`src/rtl/mul_div_unit.sv`:
```
// Multi-cycle multiply/divide unit: shift-add multiply and restoring divide, one iteration per clock.
// Define MULDIV_SIGNED_EN to honour op_signed (sign-magnitude wrapper around the unsigned core).
module mul_div_unit #(
   parameter int WIDTH = 16
) (
   input  logic             clk,
   input  logic             rst,
   input  logic             start,
   input  logic             op,
   input  logic             op_signed,
   input  logic [WIDTH-1:0] opa,
   input  logic [WIDTH-1:0] opb,
   output logic             busy,
   output logic             done,
   output logic [WIDTH-1:0] result_hi,
   output logic [WIDTH-1:0] result_lo,
   output logic             div_by_zero
);
   localparam int CW = $clog2(WIDTH);

   typedef enum logic [1:0] {S_IDLE, S_RUN, S_DONE} state_e;

   state_e           state_q;
   logic [CW-1:0]    cnt_q;
   logic             op_q;
   logic [WIDTH-1:0] mcand_q;
   logic [WIDTH-1:0] hi_q;
   logic [WIDTH-1:0] lo_q;
   logic             busy_q;
   logic             done_q;
   logic             dbz_q;
   logic [WIDTH-1:0] res_hi_q;
   logic [WIDTH-1:0] res_lo_q;

   logic             accept;
   logic             opb_zero;
   logic [WIDTH-1:0] a_mag;
   logic [WIDTH-1:0] b_mag;
   logic [WIDTH-1:0] hi_d;
   logic [WIDTH-1:0] lo_d;
   logic [WIDTH-1:0] fix_hi;
   logic [WIDTH-1:0] fix_lo;
   logic [WIDTH:0]   sum;
   logic [WIDTH:0]   rem_sh;
   logic             rem_ge;
   logic [WIDTH-1:0] rem_sub;

   // A new operation may be accepted from IDLE or DONE, never while iterating.
   assign accept   = start && (state_q != S_RUN);
   assign opb_zero = op && (opb == '0);

`ifdef MULDIV_SIGNED_EN
   logic neg_a;
   logic neg_b;
   logic neg_a_q;
   logic neg_b_q;

   assign neg_a = op_signed && opa[WIDTH-1];
   assign neg_b = op_signed && opb[WIDTH-1];
   assign a_mag = neg_a ? -opa : opa;
   assign b_mag = neg_b ? -opb : opb;

   always_ff @(posedge clk or negedge rst) begin
      if (!rst) begin
         neg_a_q <= 1'b0;
         neg_b_q <= 1'b0;
      end else if (accept) begin
         neg_a_q <= neg_a;
         neg_b_q <= neg_b;
      end
   end

   // Product/quotient take sign(a)^sign(b); remainder follows the dividend.
   always_comb begin
      fix_hi = hi_q;
      fix_lo = lo_q;
      if (!dbz_q && (neg_a_q ^ neg_b_q)) begin
         if (op_q) fix_lo = -lo_q;
         else      {fix_hi, fix_lo} = -{hi_q, lo_q};
      end
      if (!dbz_q && op_q && neg_a_q) fix_hi = -hi_q;
   end
`else
   logic unused_op_signed;

   assign unused_op_signed = op_signed;
   assign a_mag  = opa;
   assign b_mag  = opb;
   assign fix_hi = hi_q;
   assign fix_lo = lo_q;
`endif

   // NOTE: every always_comb output gets an unconditional assignment so no latch can be inferred.
   always_comb begin
      sum     = {1'b0, hi_q} + (lo_q[0] ? {1'b0, mcand_q} : '0);
      rem_sh  = {hi_q, lo_q[WIDTH-1]};
      rem_ge  = (rem_sh >= {1'b0, mcand_q});
      rem_sub = rem_sh[WIDTH-1:0] - mcand_q;
      if (op_q) begin
         hi_d = rem_ge ? rem_sub : rem_sh[WIDTH-1:0];
         lo_d = {lo_q[WIDTH-2:0], rem_ge};
      end else begin
         hi_d = sum[WIDTH:1];
         lo_d = {sum[0], lo_q[WIDTH-1:1]};
      end
   end

   // Status outputs are registered one cycle behind the state they report.
   always_ff @(posedge clk or negedge rst) begin
      if (!rst) begin
         state_q  <= S_IDLE;
         cnt_q    <= '0;
         op_q     <= 1'b0;
         mcand_q  <= '0;
         hi_q     <= '0;
         lo_q     <= '0;
         busy_q   <= 1'b0;
         done_q   <= 1'b0;
         dbz_q    <= 1'b0;
         res_hi_q <= '0;
         res_lo_q <= '0;
      end else begin
         busy_q <= (state_q == S_RUN);
         done_q <= (state_q == S_DONE);
         if (state_q == S_DONE) begin
            res_hi_q <= fix_hi;
            res_lo_q <= fix_lo;
         end

         unique case (state_q)
            S_RUN: begin
               hi_q <= hi_d;
               lo_q <= lo_d;
               if (cnt_q == '0) state_q <= S_DONE;
               else             cnt_q   <= cnt_q - CW'(1);
            end
            default: state_q <= S_IDLE;
         endcase

         // NOTE: non-blocking assignments let this later accept override the state update above.
         if (accept) begin
            op_q  <= op;
            dbz_q <= opb_zero;
            cnt_q <= CW'(WIDTH - 1);
            if (opb_zero) begin
               hi_q    <= opa;
               lo_q    <= '1;
               state_q <= S_DONE;
            end else begin
               mcand_q <= op ? b_mag : a_mag;
               hi_q    <= '0;
               lo_q    <= op ? a_mag : b_mag;
               state_q <= S_RUN;
            end
         end
      end
   end

   assign busy        = busy_q;
   assign done        = done_q;
   assign result_hi   = res_hi_q;
   assign result_lo   = res_lo_q;
   assign div_by_zero = dbz_q;

endmodule

```
`config.mk`:
```
export PLATFORM = sky130hd
export DESIGN_NAME = mul_div_unit
export DESIGN_NICKNAME = d
export VERILOG_FILES = /design/src/rtl/mul_div_unit.sv
export SDC_FILE = /design/constraint.sdc
export NUM_CORES = 1
export LEC_CHECK = 0
export ABC_AREA = 1
export ABC_CLOCK_PERIOD_IN_PS = 3250
export CAP_MARGIN = 20
export CELL_PAD_IN_SITES_DETAIL_PLACEMENT = 1
export CELL_PAD_IN_SITES_GLOBAL_PLACEMENT = 2
export CORE_MARGIN = 5
export CORE_UTILIZATION = 33
export DETAILED_ROUTE_END_ITERATION = 12
export MAX_ROUTING_LAYER = met4
export PLACE_DENSITY_LB_ADDON = 0.1
export SYNTH_ARGS = -nofsm -noshare
export SYNTH_HDL_FRONTEND = slang
export SYNTH_SLANG_ARGS = --single-unit
```
`constraint.sdc`:
```
create_clock -name clk -period 3.25 [get_ports clk]
set_clock_uncertainty 0.2 [all_clocks]
set_input_delay 0.325 -clock clk [delete_from_list [all_inputs] [get_ports clk]]
set_output_delay 0.325 -clock clk [all_outputs]
set_load 0.02 [all_outputs]
```
* Yosys cells after proc, flatten, opt, wreduce, memory -nomap -nowiden
Index checks and enable logic that the tools add are counted.
Word-level totals: output and inout port bits 35, bits in latches 0, memory bits (read-only) 0, RAM bits 0, register bits after elaboration 90, logic and storage cells 47, bits of input ports 37, memories kept 0
Operators by class: shifts and indexed selects 0, reduce and logical (&&, ||, !) cells 7, order comparisons 1, bitwise operators 1, multipliers 0, muxes and demuxes 19, $add $sub $neg 3, divide/modulo/power cells 0, eq/ne operators 5
Operators by type and width (count):
- $mux 16 | 12
- $add 16x16->17 | 1
- $ge 17x16->1 | 1
- $logic_not 16->1 | 1
- $sub 16x16->16 | 1
- $mux 4 | 3
- $mux 2 | 4
- $logic_not 4->1 | 1
- $reduce_and 2->1 | 2
- $sub 4x1->4 const B | 1
- $ne 3x2->1 const B | 1
- $eq 2x1->1 const B | 1
- $eq 2x2->1 const B | 1
- $logic_and 1x1->1 | 2
- $ne 2x1->1 const B | 1
- $ne 2x2->1 const B | 1
- $reduce_bool 2->1 | 1
- $not 1->1 | 1

* Depth between registers and ports, before layout
depth after elaboration 5, mapped depth 18, depth with buffers taken out 16

* Worst setup path after synthesis
OpenSTA, ideal clock, no wires.
kind register to register, from register lo_q[0], in the netlist fix_lo[0], to register hi_q[13], in the netlist fix_hi[13], period minus slack after synthesis 2.468 ns, buffers on the path 2, required time 2.934 ns, stages on the path, launching flop included 16, path slack 0.782 ns, arrival 2.151 ns, library setup time 0.116 ns, cell sequence dfrtp_1 -> clkbuf_1 -> clkbuf_1 -> nand2_1 -> inv_1 -> ha_1 -> fa_1 -> nand3_1 -> nand2_1 -> a21oi_1 -> nand3b_1 -> nand3_1 -> nand3_1 -> nand2_1 -> nand2_1 -> nand2_1
Between the ends: word-level cells in the longest chain between the ends 5
Ends and longest elaborated chain:
- from (decl) | RTL line 28 | logic [WIDTH-1:0] lo_q;
- from (signal assigned) | RTL line 133 | lo_q <= lo_d;
- from (signal assigned) | RTL line 152 | lo_q <= op ? a_mag : b_mag;
- $mux 16 | RTL line 95 | sum = {1'b0, hi_q} + (lo_q[0] ? {1'b0, mcand_q} : '0);
- $add 16x16->17 | RTL line 95
- $mux 16 | RTL line 99 | if (op_q) begin
- $mux 16 | RTL line 130 | unique case (state_q)
- $mux 16 | RTL line 141 | if (accept) begin
- to (signal assigned) | RTL line 132 | hi_q <= hi_d;
- to (signal assigned) | RTL line 146 | hi_q <= opa;
- to (decl) | RTL line 27 | logic [WIDTH-1:0] hi_q;
Every way passes these cells. The select of a mux whose other input is x is not followed. A chain may end at the register's enable or synchronous reset.

* Worst setup path after layout
Same ends and word-level chain as after synthesis.

==> results.md <==
* Avg WL per Cell at 19.5 um
* Maximum clock path buffer count at 2
* Outcome: finished clean
* Setup Viol. Count Final at 0
* Internal power at 4.70 mW
* Largest net degree at the start of global routing at 55
* Final instance area at 8090 um^2
* Initial antenna violation count at 0
* Synth area leader: dfrtp_1
* Skew-Pair Late Insertion Delay at 360 ps
* Initial Util at 33.4%
* GRT Total Usage at 22.6%
* First-pass GRT wire length at 39.9 mm
* Logic pwr share at 68.6%
* Vias per cell at 5.07
* Yosys reg bits at 90
* Floorplan row count at 52
* Unrepaired setup endpoints after global routing: false
* Via count at 6630
* Syn Area/Cell at 6.99 um^2
* Share of layout cells above drive strength 1 at 10.3%
* Hold Violations, Final at 0
* Post-DP HPWL at 20.2 mm
* Fmax at 357 MHz
* Total gr overflow at 0
* Post-CTS sizing at 0
* P_sw at 5.50 mW
* Dpl cells at 1290
* Clock network power share at 10.7%
* Post-route insts no fill at 1308
* WHS at 271 ps
* Sw frac at 54.0%
* GP Congestion at 0.902
* Die ar. at 23300 um^2
* Die Y at 153 um
* P_leak at 4.07 nW
* Slew Limit Headroom at 46.6%
* Register area at 2250 um^2
* Placed inst area at 7770 um^2
* Slack of the critical path at 452 ps
* Vias in the first global route at 6801
* Max Slew Vio Count at 0
* Fillcell total at 2551
* Total design power at 10.2 mW
* Yosys cell types at 46
* Critical Path Sink Type: flip-flop
* Peak VDD IR at 0.358 mV
* Io pins at 72
* Final nets at 1104
* Final min period at 2800 ps
* Ys async rst share at 100%
* CTS tree: done
* Worst Path Required at 3300 ps
* Synthesized netlist cell count at 962
* Netlist Area Pre-Place at 6730 um^2
* Post-Syn Nets at 1034
* Sequential fraction of the synthesis area at 33.5%
* Chip width at 153 um
* DRT iter0 DRCs at 409
* Final core utilization at 40.1%
* Ys flop type: dfrtp_1
* Port bufs at 70
* Root Driver: clkbuf_16
* P per Cell Area at 1260 nW/um^2
* Multi-input logic area at 3730 um^2
* TritonCTS buffer count at 9
* Post-synth top cells: 253 x nand2_1, 141 x inv_1, 103 x o21ai_0
* Sequential power share at 20.6%
* Drt pass-1 iters at 4
* Area share of the largest cell type after synthesis at 33.5%
* Post-synth EDFFs at 0
* Worst min path class: reg -> reg
* Final worst-path cycle share at 86.1%
* Count leader, synth: nand2_1
* CTS sink count at 90
* Max Cap Violations at 0
* Slew @ Worst Pin at 801 ps
* Crit-path max FO at 14
* CP startpoint kind: flip-flop
* Setup TNS at 0 ps
* Critical path arrival at 2850 ps
* Core Box Area at 20200 um^2
* Syn. warnings at 0
* Area growth syn-to-layout at 20.2%
* Synth top area cells: dfrtp_1 33%, nand2_1 14%, inv_1 7.9%
* Routed WL at 25.5 mm
* Pre-CTS setup slack at 492 ps
* Drt drc at 0
* Reg clk slew, reported paths at 80 ps
* CP Class: reg -> reg
* CTS HTree Levels at 3
* Post-DRT Antenna Nets at 0
flip-flops by register name, summed over array words and instances, names as in the netlist:
signal	count
fix_hi	16
result_hi	16
cnt_q	4
div_by_zero	1
fix_lo	16
op_q	1
busy	1
state_q	2
done	1
result_lo	16
mcand_q	16
area by class of cell:
cell class | count | area share (%)
clock buffers | 9 | 2.78
flip-flops and latches | 90 | 27.8
diodes | 1 | 0.0309
repair buffers | 93 | 11.0
multi-input cells | 687 | 46.2
clock inverters | 7 | 1.01
inverters | 151 | 7.04
well taps | 270 | 4.18
what timing repair did:
action | in CTS | in global routing
endpoints found under the setup margin | 0 | 0
hold endpoints to repair | 53 | 0
hold buffers | 1 | 0
setup buffers | 0 | 0
path summary, 6_finish.rpt:
path / startpoint / endpoint / slack [ps] / cells after the start
worst min register to register: result_hi[10] / result_hi[10] / 270 / 2
worst max register to register: fix_lo[0] / fix_hi[13] / 450 / 13
worst max-delay path: fix_lo[0] / fix_hi[13] / 450 / 13
min in group asynchronous: rst / result_hi[12] / 380 / 2
worst min-delay path: result_hi[10] / result_hi[10] / 270 / 2
max in group asynchronous: rst / result_hi[2] / 1800 / 3
logic make-up (layout without fill, tap and decap cells):
kind of cell / count (synthesis) / after routing / share of synthesized area [%]
adders and majority gates: 35 / 35 / 6.73
xor gates and xnor gates: 12 / 12 / 1.56
and+or+nand+nor: 428 / 428 / 28.9
buffers and inverters: 185 / 260 / 11.0
other: 0 / 1 / 0
AOI/OAI and AO/OA: 212 / 212 / 18.4
DFF: 90 / 90 / 33.5
routing by layer:
| layer | GRT usage [%] | part of all wire [%] | routed length [um] | vias up |
|---|---|---|---|---|
| li1 | - | - | - | 3260 |
| met2 | 34.4 | 44 | 11300 | 149 |
| met1 | 32.3 | 50 | 12700 | 3196 |
| met4 | 5.85 | 2.0 | 514 | 0 |
| met5 | - | 0 | 0 | - |
| met3 | 2.56 | 4.0 | 1030 | 25 |
cells in the final DEF (no fill, tap or decap), drive strengths merged, types with 2 or more instances in the layout:
master and count:
ha 33, clkinv 6, dfrtp 90, o21bai 5, a31oi 3, nor2 67, xnor2 4, nor3 8
nand3 70, o21ai 122, nand2 268, nand3b 2, o22ai 3, clkdlybuf4s50 69, a21oi 50, clkbuf 9
inv 152, fa 2, o211ai 25, xor2 8, or2 2, nand4 8, buf 23
worst max-delay path, cell delays in order, from the launching register on:
cell and delay (ps):
dfrtp_1 600, nand2_1 150, inv_1 50, ha_1 200, fa_1 440, nand3_1 100, nand2_1 110, a21oi_1 240
nand3b_1 230, nand3_1 90, nand3_1 90, nand2_1 80, nand2_1 60, nand2_1 40
power groups by stage:
stage	clock network (mW)	registers [mW]	logic, mW
3_3_place_gp	0	2.11	6.95
4_1_cts	1.13	2.11	7.04
5_1_grt	1.17	2.18	7.78
3_5_place_dp	0	2.13	6.99
2_1_floorplan	0	2.28	4.56
6_report	1.10	2.10	7.00
Power figures use the tool's default switching activity.
